==> config.mk <==
export PLATFORM = sky130hd
export DESIGN_NAME = fifo_rd_stream
export DESIGN_NICKNAME = d
export VERILOG_FILES = /design/src/rtl/fifo_rd_stream.sv
export SDC_FILE = /design/constraint.sdc
export NUM_CORES = 1
export LEC_CHECK = 0
export ABC_AREA = 0
export BUFFER_PORTS_ARGS = -buffer_cell sky130_fd_sc_hd__buf_2
export CAP_MARGIN = 10
export CORE_MARGIN = 2
export CORE_UTILIZATION = 51
export DETAILED_ROUTE_END_ITERATION = 7
export GPL_TIMING_DRIVEN = 0
export PLACE_DENSITY = 0.91
export SYNTH_ARGS = -nofsm -noshare
export SYNTH_HDL_FRONTEND = slang
export SYNTH_SLANG_ARGS = --single-unit
==> constraint.sdc <==
create_clock -name r_clk -period 6.15 [get_ports r_clk]
set_clock_uncertainty 0.2 [all_clocks]
set_input_delay 1.23 -clock r_clk [delete_from_list [all_inputs] [get_ports r_clk]]
set_output_delay 1.23 -clock r_clk [all_outputs]
set_load 0.01 [all_outputs]
==> src/rtl/fifo_rd_stream.sv <==
// Read-side drain engine: pops an async FIFO read port into a 2-entry valid/ready buffer with burst framing.
// Optional statistics counters are built only when FIFO_RD_STATS_EN is defined.
module fifo_rd_stream #(
    parameter int DATA_WIDTH = 3,
    parameter int BURST_LEN  = 8,
    parameter int CNT_WIDTH  = 16
) (
    input  logic                  r_clk,
    input  logic                  r_rst,
    input  logic                  enable,
    input  logic                  fifo_empty,
    input  logic [DATA_WIDTH-1:0] fifo_rdata,
    output logic                  fifo_ren,
    output logic                  m_valid,
    input  logic                  m_ready,
    output logic [DATA_WIDTH-1:0] m_data,
    output logic                  m_last,
    output logic [CNT_WIDTH-1:0]  word_cnt,
    output logic [CNT_WIDTH-1:0]  starve_cnt
);

    localparam int BEAT_W = (BURST_LEN > 1) ? $clog2(BURST_LEN) : 1;
    localparam logic [BEAT_W-1:0] BEAT_MAX = BEAT_W'(BURST_LEN - 1);

    typedef enum logic [1:0] {
        IDLE  = 2'd0,
        RUN   = 2'd1,
        DRAIN = 2'd2
    } state_t;

    state_t                state_reg;
    logic [1:0]            occ_reg;
    logic [DATA_WIDTH-1:0] head_reg;
    logic [DATA_WIDTH-1:0] tail_reg;
    logic [BEAT_W-1:0]     pop_beat_reg;
    logic [BEAT_W-1:0]     out_beat_reg;

    logic allow;
    logic pop;
    logic accept;

    // DRAIN keeps popping only while a burst is partially consumed, so bursts are never split.
    always_comb begin
        allow = 1'b0;
        case (state_reg)
            RUN:     allow = 1'b1;
            DRAIN:   allow = (pop_beat_reg != '0);
            default: allow = 1'b0;
        endcase
    end

    assign pop      = ~fifo_empty & (occ_reg != 2'd2) & allow;
    assign fifo_ren = pop;
    assign m_valid  = (occ_reg != 2'd0);
    assign accept   = m_valid & m_ready;
    assign m_data   = head_reg;
    assign m_last   = m_valid & (out_beat_reg == BEAT_MAX);

    always_ff @(posedge r_clk or posedge r_rst) begin
        if (r_rst) begin
            state_reg <= IDLE;
        end else begin
            case (state_reg)
                IDLE: begin
                    if (enable) state_reg <= RUN;
                end
                RUN: begin
                    if (!enable) state_reg <= DRAIN;
                end
                DRAIN: begin
                    if (enable)
                        state_reg <= RUN;
                    else if ((pop_beat_reg == '0) && (occ_reg == 2'd0))
                        state_reg <= IDLE;
                end
                default: state_reg <= IDLE;
            endcase
        end
    end

    // Head is always the output word; tail only ever holds the second-oldest word.
    always_ff @(posedge r_clk or posedge r_rst) begin
        if (r_rst) begin
            occ_reg  <= 2'd0;
            head_reg <= '0;
            tail_reg <= '0;
        end else begin
            case (occ_reg)
                2'd0: begin
                    if (pop) begin
                        head_reg <= fifo_rdata;
                        occ_reg  <= 2'd1;
                    end
                end
                2'd1: begin
                    if (pop && accept) begin
                        head_reg <= fifo_rdata;
                    end else if (pop) begin
                        tail_reg <= fifo_rdata;
                        occ_reg  <= 2'd2;
                    end else if (accept) begin
                        occ_reg  <= 2'd0;
                    end
                end
                default: begin
                    if (accept) begin
                        head_reg <= tail_reg;
                        occ_reg  <= 2'd1;
                    end
                end
            endcase
        end
    end

    always_ff @(posedge r_clk or posedge r_rst) begin
        if (r_rst) begin
            pop_beat_reg <= '0;
            out_beat_reg <= '0;
        end else begin
            if (pop)
                pop_beat_reg <= (pop_beat_reg == BEAT_MAX) ? '0 : pop_beat_reg + BEAT_W'(1);
            if (accept)
                out_beat_reg <= (out_beat_reg == BEAT_MAX) ? '0 : out_beat_reg + BEAT_W'(1);
        end
    end

`ifdef FIFO_RD_STATS_EN
    logic [CNT_WIDTH-1:0] word_cnt_reg;
    logic [CNT_WIDTH-1:0] starve_cnt_reg;
    logic                 starve;

    // Starvation: downstream is ready and nothing is buffered or available upstream.
    assign starve = (state_reg != IDLE) & m_ready & (occ_reg == 2'd0) & fifo_empty;

    always_ff @(posedge r_clk or posedge r_rst) begin
        if (r_rst) begin
            word_cnt_reg   <= '0;
            starve_cnt_reg <= '0;
        end else begin
            if (accept && (word_cnt_reg != '1))
                word_cnt_reg <= word_cnt_reg + CNT_WIDTH'(1);
            if (starve && (starve_cnt_reg != '1))
                starve_cnt_reg <= starve_cnt_reg + CNT_WIDTH'(1);
        end
    end

    assign word_cnt   = word_cnt_reg;
    assign starve_cnt = starve_cnt_reg;
`else
    assign word_cnt   = '0;
    assign starve_cnt = '0;
`endif

endmodule

; Word level (Yosys, flattened, before mapping)
; Index checks and enable logic that the tools add are counted.
[op_classes]
n_addsub = 2
eq_ne = 13
n_mux = 18
bitwise_logic = 6
n_reduce_logical = 12
[ops]
columns = op, count
row1 = $mux 2, 9
row2 = $mux 3, 5
row3 = $ne 2x2->1 const B, 6
row4 = $reduce_and 3->1, 3
row5 = $add 3x1->3 const B, 2
row6 = $eq 3x3->1 const B, 2
row7 = $ne 3x3->1 const B, 2
row8 = $pmux 2 s3, 1
row9 = $pmux 3 s2, 1
row10 = $reduce_bool 3->1, 2
row11 = $and 1x1->1, 4
row12 = $eq 2x1->1 const B, 2
row13 = $logic_not 2->1, 2
row14 = $pmux 2 s2, 1
row15 = $reduce_and 4->1, 1
row16 = $logic_not 3->1, 1
row17 = $eq 2x2->1 const B, 1
row18 = $logic_and 1x1->1, 2
row19 = $not 1->1, 2
row20 = $pmux 1 s2, 1
row21 = $reduce_bool 2->1, 1
[totals]
register_bits = 16
out_inout_bits = 38

; Depth between registers and ports, before layout
; Gate-level depths: netlist (run 1).
[logic_depth]
word_depth = 6
depth_mapped = 6
ltp_nobuf = 6

; Worst setup path after synthesis (run 1)
; OpenSTA, ideal clock, no wires.
[synth_timing]
path_type = in2out
start = input fifo_empty
end = output fifo_ren
t_arrival_ns = 1.997
required_time_ns = 4.720
setup_slack_ns = 2.723
path_stages = 2
path_cell_list = or4b_4 a21oi_4
[synth_between]
elab_chain_cells = 3
[synth_rtl]
columns = element, line_no
row1 = from (decl), 11  ; input logic fifo_empty,
row2 = $not 1->1, 52  ; assign pop = ~fifo_empty & (occ_reg != 2'd2) & allow;
row3 = $and 1x1->1 (2 in a row), 52
row4 = to (decl), 13  ; output logic fifo_ren,
; No other way between the ends.

; Final worst setup path (run 1)
; Ends and elaborated chain as after synthesis.

==> impl_metrics.yaml, run 1 <==
critical_path:
  worst_setup_path_end_kind: "output pin"
  critPathKind: "input port to output pin"
  cp_data_arrival_time_ns: 2.29
  crit_required_ns: 4.72
  cp_startpoint_kind: "input port"
  worst-path-max-fanout: 4
clock_tree:
  cts.sinks: 16
  cts.clk_slew.worst_paths_ns: 0.09
  cts-resized-gates: 0
  cts_max_path_buffers: 2
  tritoncts.num_buffers: 3
  ctsHoldBuffers: 0
  clock-root-buffer: "sky130_fd_sc_hd__clkbuf_4"
  post_cts_buffers: 0
  tritoncts: "built"
  worst_skew_pair.late_latency_ns: 0.29
  clock_tree.htree_level_count: 1
place:
  pre_cts_slack_ns: 2.44
  gpl.final_weighted_congestion: 0.805
  dpl.hpwl_um: 1590
  placed_cells: 186
  place.port_buffers: 13
timing:
  postLayoutSetupSlackWorst_ns: 2.43
  final_hold_viol_count: 0
  grt_setup_unrepaired: "false"
  fin_tns_setup_ns: 0
  fmaxAchievable_mhz: 269
  finalSetupViolCount: 0
  worst_slew_margin_rel_pct: 56.4
  tightestPinTransition_ns: 0.645
  min_period_ns: 3.72
  timing.final.max_slew_violations: 0
  final.period_utilization_pct: 60.5
power:
  power_density_normalized_to_cell_area_mw_per_mm2: 335
  peak_supply_drop_mv: 0.228
  total_leakage_power_nw: 0.795
  overall_power_consumption_mw: 0.471
final_layout:
  layout.nets: 181
  antenna_cells: 0
  drive_gt1_share_pct: 37.7
  layout-area-overhead-vs-synth_pct: 21.9
  final.fill_count: 196
  commonest_non_fill_non_tap_cells_in_the_layout: "32 x sky130_fd_sc_hd__buf_4, 32 x sky130_fd_sc_hd__conb_1, 16 x sky130_fd_sc_hd__dfrtp_1"
  stdcell_count: 190
  final_util_pct: 64.9
drt:
  vias_per_cell: 4.31
  drt_pass1_iterations: 3
  wirelength_um: 1900
  dr_total_vias: 819
  detail-route-antenna-nets: 0
  detail_route.drc_violations: 0
  drt-initial-drc-count: 11
  avgRoutedWirePerCell_um: 9.98
synth:
  syn-instance-count: 114
  postSynthRegisterBits: 16
  seq_area_frac_synth_pct: 34.7
  count_of_flip_flops_with_a_built_in_enable_after_synthesis: 0
  synth.area.top_cells: "sky130_fd_sc_hd__dfrtp_1 35%, sky130_fd_sc_hd__buf_4 21%, sky130_fd_sc_hd__ha_1 11%"
  synth_largest_type_area_fraction_pct: 34.7
  synth_largest_area_cell: "sky130_fd_sc_hd__dfrtp_1"
  synthesis.area_per_instance_um2: 10.1
  synth.lib_cells_used.distinct: 29
  postSynth.topFlopCell: "sky130_fd_sc_hd__dfrtp_1"
  share_of_flip_flops_with_an_asynchronous_set_or_reset_after_synthesis_pct: 100
  syn_area_mm2: 0.00115
  synth-warning-count: 0
floorplan:
  top_level_ports: 46
  die_area_mm2: 0.00266
  floorplan.die.width_um: 51.6
  initial_util_pct: 53.2
  core-area_mm2: 0.00217
  dieHeight_um: 51.6
  rows: 17
grt:
  grt_pass1_vias: 782
  grt_first_pass_wirelength_um: 3250
  groute.usage.overall_pct: 16.8
  grt_max_degree: 17
  number_of_antenna_violations_at_the_first_check_in_global_routing: 0
  grt-ovfl-total: 0
outcome:
  outcome: "complete, no violations"
min_path:
  hold_class: "flip-flop to flip-flop"
flow_run:
  maxCapViolCount: 0
[metrics by stage]
stage,hold slack (ns),instance area [um2]
2_1_floorplan,0.272,1270
3_3_place_gp,0.281,1370
3_5_place_dp,0.291,1370
4_1_cts,0.310,1410
5_1_grt,0.338,1410
6_report,0.306,1410
[critical path: stages]
cell and delay [ns]:
sky130_fd_sc_hd__buf_2 0.11, sky130_fd_sc_hd__or4b_4 0.59, sky130_fd_sc_hd__a21oi_4 0.20, sky130_fd_sc_hd__buf_2 0.16
[cell usage after synthesis, types with 2 or more instances]
master,number
sky130_fd_sc_hd__mux2_2,9
sky130_fd_sc_hd__dfrtp_1,16
sky130_fd_sc_hd__o21ai_0,2
sky130_fd_sc_hd__nor3_1,4
sky130_fd_sc_hd__clkbuf_1,2
sky130_fd_sc_hd__nor2_1,5
sky130_fd_sc_hd__a221o_1,2
sky130_fd_sc_hd__inv_1,10
sky130_fd_sc_hd__nand2_1,2
sky130_fd_sc_hd__buf_4,32
sky130_fd_sc_hd__ha_1,10
sky130_fd_sc_hd__and3_1,2
sky130_fd_sc_hd__o32ai_1,2
[routing by layer]
metal	global-route usage [%]	wire, um	vias up
li1	-	-	418
met1	17.3	722	366
met2	31.8	961	31
met3	3.45	177	4
met4	7.89	35	0
met5	0	0	-
[logic make-up (layout without fill, tap and decap cells)]
logic type / count (synthesis) / count (layout) / synth area share (%)
buf+inv: 44 / 61 / 24.7
simple gates: 22 / 22 / 12.4
flops: 16 / 16 / 34.7
compound gates: 12 / 12 / 8.34
fa+ha+maj: 10 / 10 / 10.8
mux: 9 / 9 / 8.78
other cells: 1 / 32 / 0.325
[layout make-up]
type,instances,area (um2),area share [%]
timing repair buffer,13,65.1,4.62
buffer,34,248,17.6
multi-input combinational,85,586,41.6
clock buffer,4,36.3,2.58
sequential,16,400,28.4
inverter,10,37.5,2.67
tap,28,35.0,2.49
[path summary, 6_finish.rpt]
kind / slack (ns) / end / start / cells past startpoint
worst max-delay path: 2.43 / fifo_ren / fifo_empty / 4
worst min-delay path: 0.31 / tail_reg[1] / tail_reg[1] / 1
worst max register to register: 3.83 / tail_reg[0] / state_reg[0] / 6
worst min register to register: 0.31 / tail_reg[1] / tail_reg[1] / 1
max in group asynchronous: 4.57 / occ_reg[1] / r_rst / 2
min in group asynchronous: 0.80 / out_beat_reg[2] / r_rst / 2
[power by group]
group	total [mW]	internal, mW	switching (mW)
logic	0.217	0.109	0.108
clock network	0.0688	0.0361	0.0327
registers	0.185	0.152	0.0329
Power figures use the tool's default switching activity.
==> run 2, diff against run 1 <==
- ABC_AREA: 0 -> 1
- CORE_UTILIZATION: 51 -> 44
- PLACE_DENSITY: 0.91 -> 0.84
- clock period: 6.15 -> 3.1 ns (I/O delays scaled with it)
==> run 2 against run 1 <==
Flip-flop and latch count did not move. Register-to-register slack got worse by 2.5 ns. Largest power group unchanged. Combinational power rose by 100%. Die area rose by 19%. Critical path type is now flip-flop to output pin. Cell area rose by 3.9%. Utilization fell by 7.4 points. Critical endpoint unchanged. Hold slack got worse by 0.12 ns. Highest routed layer unchanged. Sequential share of layout area fell by 1.1 points. Sequential power rose by 89%. Via count rose by 12%. Wire length rose by 1.4%.
==> impl_metrics.yaml, run 2 <==
outcome:
  outcome: "complete, no violations"
final_layout:
  final_area_mm2: 0.00146
  layout-area-overhead-vs-synth_pct: 21.1
  final.fill_count: 276
  antenna_cells: 0
  layout.nets: 221
  commonest_non_fill_non_tap_cells_in_the_layout: "42 x sky130_fd_sc_hd__nand2_1, 32 x sky130_fd_sc_hd__buf_4, 32 x sky130_fd_sc_hd__conb_1"
  mostFrequentLayoutCell: "sky130_fd_sc_hd__nand2_1"
  drive_gt1_share_pct: 30.2
  stdcell_count: 232
floorplan:
  rows: 18
  top_level_ports: 46
  dieHeight_um: 56.4
  initial_util_pct: 47.4
  core-area_mm2: 0.00254
  floorplan.die.width_um: 56.4
  die_area_mm2: 0.00318
timing:
  tightestPinTransition_ns: 0.619
  worst_slew_margin_rel_pct: 58.7
  final.hold.worst_slack_ns: 0.188
  final.period_utilization_pct: 82.3
  fmaxAchievable_mhz: 392
  grt_setup_unrepaired: "false"
  min_period_ns: 2.55
  finalSetupViolCount: 0
  final_hold_viol_count: 0
  timing.final.max_slew_violations: 0
  fin_tns_setup_ns: 0
critical_path:
  regToRegStartpoint: "state_reg[0]"
  worst_setup_path_end_kind: "output pin"
  cpPeakStageDelay_ns: 0.41
  cp_data_arrival_time_ns: 1.73
  critPathMostFrequentCell: "sky130_fd_sc_hd__inv_1"
  timing.critical_path.slowest_stage_cell: "sky130_fd_sc_hd__dfrtp_1"
  crit_required_ns: 2.28
  timing.critical_path.to: "fifo_ren"
  r2r_setup_slack_ns: 1.37
  cp_startpoint_kind: "flip-flop"
  worst-path-max-fanout: 10
  timing.rr.end: "tail_reg[2]"
  r2r_cells: 8
  worst_path_cell_chain: "inv_1 -> ha_1 -> inv_1 -> nor2_1 -> nand2_2 -> a21oi_4 -> buf_2"
  critPathKind: "flip-flop to output pin"
  start_point_of_the_critical_path: "state_reg[0]"
clock_tree:
  cts.clk_slew.worst_paths_ns: 0.10
  tritoncts: "built"
  worst_skew_pair.late_latency_ns: 0.29
  post_cts_buffers: 0
  clock-root-buffer: "sky130_fd_sc_hd__clkbuf_4"
  cts_max_path_buffers: 2
  cts-resized-gates: 0
  clock_tree.htree_level_count: 1
  cts.sinks: 16
  ctsHoldBuffers: 0
  tritoncts.num_buffers: 3
power:
  total_leakage_power_nw: 0.891
  power_density_normalized_to_cell_area_mw_per_mm2: 638
  peak_supply_drop_mv: 0.379
  overall_power_consumption_mw: 0.933
synth:
  cell_with_the_most_instances_after_synthesis: "sky130_fd_sc_hd__nand2_1"
  syn-instance-count: 154
  synth_largest_type_area_fraction_pct: 33.2
  count_of_flip_flops_with_a_built_in_enable_after_synthesis: 0
  synthesis.area_per_instance_um2: 7.84
  syn_area_mm2: 0.00121
  postSynth.topFlopCell: "sky130_fd_sc_hd__dfrtp_1"
  synth_largest_area_cell: "sky130_fd_sc_hd__dfrtp_1"
  share_of_flip_flops_with_an_asynchronous_set_or_reset_after_synthesis_pct: 100
  synth.area.top_cells: "sky130_fd_sc_hd__dfrtp_1 33%, sky130_fd_sc_hd__buf_4 20%, sky130_fd_sc_hd__nand2_1 13%"
  synth_top_cells_by_count: "42 x sky130_fd_sc_hd__nand2_1, 32 x sky130_fd_sc_hd__buf_4, 16 x sky130_fd_sc_hd__dfrtp_1, 13 x sky130_fd_sc_hd__inv_1, 10 x sky130_fd_sc_hd__ha_1"
  synth.lib_cells_used.distinct: 19
  seq_area_frac_synth_pct: 33.2
  synth-warning-count: 0
  postSynthRegisterBits: 16
place:
  dpl.hpwl_um: 1580
  gpl.final_weighted_congestion: 0.751
  placed_cells: 228
  place.port_buffers: 13
  dpl_cell_area_mm2: 0.00143
drt:
  detail-route-antenna-nets: 0
  avgRoutedWirePerCell_um: 8.29
  vias_per_cell: 3.95
  drt_pass1_iterations: 4
  dr_total_vias: 917
  wirelength_um: 1920
  drt-initial-drc-count: 11
  detail_route.drc_violations: 0
grt:
  grt_max_degree: 17
  number_of_antenna_violations_at_the_first_check_in_global_routing: 0
  grt_pass1_vias: 822
  grt_first_pass_wirelength_um: 3280
  groute.usage.overall_pct: 12.9
  grt-ovfl-total: 0
min_path:
  hold_class: "input port to asynchronous set/reset pin"
flow_run:
  maxCapViolCount: 0
run 2: cell count changes after synthesis, sizes merged, moves of 4 or more:
cell	change
nor2	+6
o21ai	+4
inv	+6
nor3	-4
mux2	-9
nand2	+45
nand4	+4
nand3	+5
run 2: power breakdown:
part           total (mW)  internal, mW  switching [mW]
sequential          0.349         0.293          0.0554
clock               0.140        0.0716          0.0687
combinational       0.444         0.179           0.265
total               0.933         0.544           0.389
run 2: cells by family (layout without fill, tap and decap cells):
logic type	Yosys count	count (layout)	share of synthesized area, %
adders and majority gates	10	10	10.4
buffers and inverters	49	66	26.4
DFF	16	16	33.2
and+or+nand+nor	67	67	24.0
AOI/OAI and AO/OA	11	11	5.70
other	1	32	0.311
run 2: worst min path at each step:
| stage | from | endpoint | slack, ns | cells after the start |
|---|---|---|---|---|
| after floorplan | out_beat_reg[1] | out_beat_reg[1] | 0.25 | 2 |
| after global placement | m_data[2] | m_data[2] | 0.25 | 2 |
| after detailed placement | m_data[0] | m_data[0] | 0.26 | 2 |
| after CTS | r_rst | out_beat_reg[1] | 0.21 | 2 |
| after global routing | r_rst | pop_beat_reg[0] | 0.23 | 2 |
| final | r_rst | out_beat_reg[2] | 0.19 | 2 |
run 2: layout make-up:
type                    count  area, um2  area share (%)
inverters                  16       67.6            4.62
clock buffers               4       36.3            2.48
repair buffers             13       65.1            4.45
multi-input cells         120        604            41.3
well taps                  30       37.5            2.57
plain buffers              33        251            17.2
flip-flops and latches     16        400            27.4
run 2: worst max-delay path, delay by kind of cell (launching register included):
kind	cells	cell delay [ns]
flip-flops	1	0.41
buffers and inverters	3	0.32
adder cells (fa/ha/maj)	1	0.30
AO/OA/AOI/OAI	1	0.23
AND/OR/NAND/NOR	2	0.18
run 2: per-layer routing:
layer	share of wire, %	vias up	track usage (%)
li1	-	509	-
met1	46	380	16.3
met2	46	23	21.3
met3	5.1	5	2.76
met4	1.9	0	5.10
met5	0	-	0
run 2: through the flow:
| step | utilization [%] | setup WS [ns] |
|---|---|---|
| after global placement | 56.0 | 0.886 |
| after detailed placement | 56.0 | 0.863 |
| after CTS | 57.5 | 0.535 |
| final | 57.5 | 0.548 |
| after global routing | 57.5 | 0.378 |
| after floorplan | - | 1.14 |
